$ cat src/rtl/irq_ctrl_pkg.sv
// Shared definitions for the interrupt controller: memory map, register offsets,
// vector constants and controller state encodings.
package irq_ctrl_pkg;

  localparam logic [15:0] IRQ_CTRL_BASE = 16'hFF00;

  localparam logic [2:0] OFF_PENDING   = 3'd0;
  localparam logic [2:0] OFF_MASK      = 3'd2;
  localparam logic [2:0] OFF_INSERVICE = 3'd4;
  localparam logic [2:0] OFF_EOI       = 3'd6;

  localparam logic [15:0] SPURIOUS_VECTOR = 16'hFFFF;

  // wide enough to index up to 16 channels
  localparam int IDX_W = 4;

  typedef enum logic [1:0] {
    ST_IDLE = 2'd0,
    ST_REQ  = 2'd1,
    ST_VEC  = 2'd2
  } ctrl_state_e;

endpackage

$ cat src/rtl/irq_prio_enc.sv
// Lowest-index-wins encoder: reports the index of the lowest set bit and
// whether any bit is set at all.
module irq_prio_enc
  import irq_ctrl_pkg::*;
#(
  parameter int N = 8
) (
  input  logic [N-1:0]     req,
  output logic [IDX_W-1:0] idx,
  output logic             valid
);

  always_comb begin
    idx   = '0;
    valid = 1'b0;
    for (int i = N - 1; i >= 0; i--) begin
      if (req[i]) begin
        idx   = IDX_W'(i);
        valid = 1'b1;
      end
    end
  end

endmodule

$ cat src/rtl/irq_ctrl.sv
// Prioritised interrupt controller with edge/level channels, nesting by priority,
// and an 8-byte bus register window (PENDING, MASK, INSERVICE, EOI).
module irq_ctrl
  import irq_ctrl_pkg::*;
#(
  parameter int                 NUM_IRQ    = 8,
  parameter logic [15:0]        BASE_ADDR  = IRQ_CTRL_BASE,
  parameter logic [NUM_IRQ-1:0] LEVEL_MASK = {NUM_IRQ{1'b0}}
) (
  input  logic               I_clk,
  input  logic               I_reset,
  input  logic [NUM_IRQ-1:0] I_irq_lines,
  input  logic               I_irq_ack,
  output logic               O_irq_active,
  output logic [15:0]        O_vector,
  output logic               O_vector_valid,
  input  logic               I_bus_exec,
  input  logic               I_bus_write,
  input  logic [15:0]        I_bus_addr,
  input  logic [15:0]        I_bus_data,
  output logic [15:0]        O_bus_data,
  output logic               O_bus_data_ready,
  output logic               O_bus_ready
);

  logic [NUM_IRQ-1:0] line_q, pend_q, mask_q, insv_q;
  logic               armed_q;
  ctrl_state_e        state_q, state_d;

  logic [NUM_IRQ-1:0] pending, eligible, edge_set, w1c, win_bit, eoi_bit, wdata;
  logic [IDX_W-1:0]   win_idx, insv_idx;
  logic               win_valid, insv_valid, qualify, ack_take;
  logic               in_win, rd_en, wr_pend, wr_mask, wr_eoi;
  logic [2:0]         off;
  logic [15:0]        rd_val;
  logic [15:0]        unused_wdata;

  assign unused_wdata = I_bus_data;
  assign wdata        = I_bus_data[NUM_IRQ-1:0];

  // Level channels mirror the registered line; only edge channels keep latched state.
  assign pending  = (pend_q & ~LEVEL_MASK) | (line_q & LEVEL_MASK);
  assign eligible = pending & mask_q & ~insv_q;

  irq_prio_enc #(.N(NUM_IRQ)) u_win_enc (
    .req   (eligible),
    .idx   (win_idx),
    .valid (win_valid)
  );

  irq_prio_enc #(.N(NUM_IRQ)) u_insv_enc (
    .req   (insv_q),
    .idx   (insv_idx),
    .valid (insv_valid)
  );

  assign qualify = win_valid && (!insv_valid || (win_idx < insv_idx));

  assign off     = I_bus_addr[2:0];
  assign in_win  = I_bus_exec && (I_bus_addr[15:3] == BASE_ADDR[15:3]);
  assign rd_en   = in_win && !I_bus_write;
  assign wr_pend = in_win && I_bus_write && (off == OFF_PENDING);
  assign wr_mask = in_win && I_bus_write && (off == OFF_MASK);
  assign wr_eoi  = in_win && I_bus_write && (off == OFF_EOI);

  always_comb begin
    rd_val = '0;
    case (off)
      OFF_PENDING:   rd_val = 16'(pending);
      OFF_MASK:      rd_val = 16'(mask_q);
      OFF_INSERVICE: rd_val = 16'(insv_q);
      default:       rd_val = '0;
    endcase
  end

  always_comb begin
    state_d  = state_q;
    ack_take = 1'b0;
    case (state_q)
      ST_IDLE: if (qualify) state_d = ST_REQ;
      ST_REQ: begin
        if (I_irq_ack && qualify) begin
          state_d  = ST_VEC;
          ack_take = 1'b1;
        end else if (!qualify) begin
          state_d = ST_IDLE;
        end
      end
      ST_VEC:  state_d = ST_IDLE;
      default: state_d = ST_IDLE;
    endcase
  end

  // Edges are suppressed for the first cycle out of reset, when line_q is still 0.
  assign edge_set = I_irq_lines & ~line_q & ~LEVEL_MASK & {NUM_IRQ{armed_q}};
  assign w1c      = wr_pend ? wdata : '0;

  always_comb begin
    win_bit = '0;
    eoi_bit = '0;
    for (int i = 0; i < NUM_IRQ; i++) begin
      win_bit[i] = ack_take && (win_idx == IDX_W'(i));
      eoi_bit[i] = wr_eoi && insv_valid && (insv_idx == IDX_W'(i));
    end
  end

  always_ff @(posedge I_clk) begin
    if (I_reset) begin
      state_q          <= ST_IDLE;
      line_q           <= '0;
      pend_q           <= '0;
      mask_q           <= '0;
      insv_q           <= '0;
      armed_q          <= 1'b0;
      O_irq_active     <= 1'b0;
      O_vector         <= '0;
      O_vector_valid   <= 1'b0;
      O_bus_data       <= '0;
      O_bus_data_ready <= 1'b0;
      O_bus_ready      <= 1'b0;
    end else begin
      state_q  <= state_d;
      line_q   <= I_irq_lines;
      armed_q  <= 1'b1;
      // set wins over both W1C and the ack clear
      pend_q   <= ((pend_q & ~w1c & ~win_bit) | edge_set) & ~LEVEL_MASK;
      // EOI retires the old top bit before the newly acked bit is added
      insv_q   <= (insv_q & ~eoi_bit) | win_bit;
      if (wr_mask) mask_q <= wdata;
      O_irq_active   <= (state_d == ST_REQ);
      O_vector_valid <= (state_q == ST_REQ) && I_irq_ack;
      if ((state_q == ST_REQ) && I_irq_ack)
        O_vector <= qualify ? 16'(win_idx) : SPURIOUS_VECTOR;
      O_bus_data       <= rd_en ? rd_val : '0;
      O_bus_data_ready <= rd_en;
      O_bus_ready      <= 1'b1;
    end
  end

endmodule

$ cat config.mk
export PLATFORM = sky130hd
export DESIGN_NAME = irq_ctrl
export DESIGN_NICKNAME = d
export VERILOG_FILES = /design/src/rtl/irq_ctrl_pkg.sv /design/src/rtl/irq_prio_enc.sv /design/src/rtl/irq_ctrl.sv
export SDC_FILE = /design/constraint.sdc
export NUM_CORES = 1
export LEC_CHECK = 0
export ABC_CLOCK_PERIOD_IN_PS = 3500
export CORE_UTILIZATION = 45
export DETAILED_ROUTE_END_ITERATION = 7
export PLACE_DENSITY = 0.75
export REMOVE_ABC_BUFFERS = 1
export SYNTH_ARGS = -nofsm -noshare
export SYNTH_HDL_FRONTEND = slang
export SYNTH_SLANG_ARGS = --single-unit
$ cat constraint.sdc
create_clock -name I_clk -period 3.5 [get_ports I_clk]
set_input_delay 0.7 -clock I_clk [delete_from_list [all_inputs] [get_ports I_clk]]
set_output_delay 0.7 -clock I_clk [all_outputs]
set_load 0.01 [all_outputs]
==> reports/results.ini <==
[outcome]
status=finished clean

[worst_setup_path]
r2r_end=pend_q[7]$_SDFF_PP0_
crit_path_max_incr_delay_ns=0.47
ff2ff_setup_slack_ns=0.51
critical_path_class=flop to flop
crit_path_max_fanout=7
reg2reg_from=insv_q[6]$_SDFF_PP0_
cp.arrival_ns=3.20
cp.required_ns=3.71
critPathLaunchType=flop
slowest_stage=or4_1
crit_chain=and3b_1 -> o211ai_1 -> a21o_1 -> inv_1 -> ha_1 -> o21ai_0 -> a22o_1 -> nand2_1 -> or4_1 -> a32o_1
reg2regPathDepth=10
cp-end-kind=flop

[clock_network]
cts_tree=built
clock_sinks=50
post_cts_resize_count=0
clk_pin_slew_ns=0.09
postCtsHoldBufs=0
cts_root_buffer=clkbuf_8
htree_levels=2
numCtsBuffers=5
clk_latency_ns=0.31
cts_setup_buffers=0
clockBufferDepth=2

[routing]
routedWlPerCell_um=14.39
drt_iter0_markers=222
antenna_left=0
vias=2291
drc=0
vias_per_cell=5.442
drt-pass1-iter-count=4
wl_um=6057

[grt]
overflow=0
grt_pass1_vias=2130
grt_pass1_wl_um=10360
grt_max_degree=18
antenna_found_initial=0
grt_usage=0.2176

[timing]
rsz0062_at_grt=no
max_freq_mhz=334.6
slew_headroom=0.3853
final-setup-viol-count=0
timing.final.crit_share=0.8538
setup_ws_ns=0.5116
holdWs_ns=0.5025
fin_setup_tns_ns=0
finalCriticalPeriod_ns=2.988
clock_skew_ns=0.009037
finalMaxSlewViolations=0
tightest_slew_ns=0.9221
hold_viol=0

[layout]
drive_above_1_share=0.07692
areaGrowthSynthToFinish_pct=29.23
fin_area_mm2=0.003274
instances_no_fill=421
postLayoutCoreUtil=0.6213
final_nets=397
n_antenna_cell=0

[power]
switchingPower_mw=0.2458
leakagePower_nw=1.297
swShare=0.2349
p_int_mw=0.8008
p_comb_frac=0.090
total_power_mw=1.047
vdd_drop_max_mv=0.1741
clkPwrFrac=0.345
pwr-share-seq=0.565
power.density_mw_per_mm2=319.6

[yosys]
synth_cell_types=46
synthTopCellsByCount=50 x dfxtp_1, 41 x nor2_1, 20 x buf_4
synth_edf_count=0
synth_top_cell_by_area=dfxtp_1
netlist_area_mm2=0.002534
synth-seq-area-share=0.3951
synth_cells=292
synth_top_area_frac=0.3951
yosysMostFrequentCell=dfxtp_1
avgSynthCellArea_um2=8.677
synth_flop_cell=dfxtp_1
ys_ff_latch=50
async_flop_share=0
ys_top_cells_by_area=dfxtp_1 40%, mux2i_1 6.3%, nor2_1 6.1%
synth_warnings=0

[floorplanning]
fp.dieW_um=77.04
die_h_um=77.04
die_area_mm2=0.005934
rows=26
start_util=0.4808
ioPinCount=81
coreArea_mm2=0.005270

[job]
drv_cap=0

[placed_design]
portBuffers=64
dp_hpwl_um=4728
place_ws_ns=0.4905
dp.cells=413
gp_congestion=0.9226
placedInstanceArea_mm2=0.003176

[min_path]
hp-start=O_vector[1]$_SDFFE_PP0P_
whs_path_depth=2
hold_end=O_vector[1]$_SDFFE_PP0P_
hold_path.class=flop to flop

==> critical path, delay by kind of cell, from the launching register on <==
family / cells / cell delay, ns
adder cells (fa/ha/maj): 1 / 0.31
flip-flops: 1 / 0.46
AND/OR/NAND/NOR: 3 / 0.84
AO/OA/AOI/OAI: 5 / 1.13
buffers and inverters: 1 / 0.15
==> flip-flops by register name, indices dropped and copies added, names as in the netlist <==
signal	cells
O_vector	4
insv_q	8
O_vector_valid	1
pend_q	8
armed_q	1
O_bus_data	8
O_bus_data_ready	1
O_irq_active	1
mask_q	8
line_q	8
state_q	2
==> power by group through the flow <==
stage / Clock [mW] / Sequential [mW] / Combinational [mW]
2_1_floorplan: 0 / 0.600 / 0.0322
3_3_place_gp: 0 / 0.604 / 0.0926
3_5_place_dp: 0 / 0.604 / 0.0944
4_1_cts: 0.371 / 0.591 / 0.0946
5_1_grt: 0.388 / 0.593 / 0.104
6_report: 0.361 / 0.591 / 0.0945
==> cell type report <==
type | count | area (µm²)
flip-flops and latches | 50 | 1001
clock buffers | 6 | 82.58
well taps | 70 | 87.58
clock inverters | 2 | 16.27
multi-input cells | 209 | 1334
inverters | 10 | 37.54
repair buffers | 74 | 715.7
fillers | 490 | 1996
==> cells by family (layout without fill, tap and decap cells) <==
| logic type | count (synthesis) | after routing | share of synthesized area |
|---|---|---|---|
| AO/OA/AOI/OAI | 59 | 59 | 0.1595 |
| adder cells (fa/ha/maj) | 2 | 2 | 0.009875 |
| buffers and inverters | 40 | 92 | 0.08889 |
| flip-flops | 50 | 50 | 0.3951 |
| multiplexers | 16 | 16 | 0.06321 |
| other | 1 | 8 | 0.001480 |
| AND/OR/NAND/NOR | 124 | 124 | 0.2820 |
==> metal layers <==
layer,vias to the layer above,GRT usage,wire [µm]
met5,-,0,0
met4,0,0.04906,45
met3,4,0.04048,378
met2,88,0.3295,2681
met1,1060,0.3181,2951
li1,1139,-,-
==> worst max path at each step <==
| stage | startpoint | end | depth (start not counted) |
|---|---|---|---|
| after floorplan | insv_q[6]$_SDFF_PP0_ | pend_q[7]$_SDFF_PP0_ | 10 |
| after global placement | I_bus_addr[4] | pend_q[7]$_SDFF_PP0_ | 6 |
| after detailed placement | I_bus_addr[4] | pend_q[0]$_SDFF_PP0_ | 6 |
| after CTS | insv_q[6]$_SDFF_PP0_ | pend_q[7]$_SDFF_PP0_ | 10 |
| after global routing | insv_q[6]$_SDFF_PP0_ | pend_q[7]$_SDFF_PP0_ | 10 |
| final | insv_q[6]$_SDFF_PP0_ | pend_q[7]$_SDFF_PP0_ | 10 |
==> layout by cell type (no fill, tap or decap), types with 12 or more instances in the layout <==
cell type,n
clkdlybuf4s50_1,64
dfxtp_1,50
nor2_1,41
nand2_1,17
a21oi_1,17
mux2i_1,16
nor2b_1,12
Power figures use the tool's default switching activity.
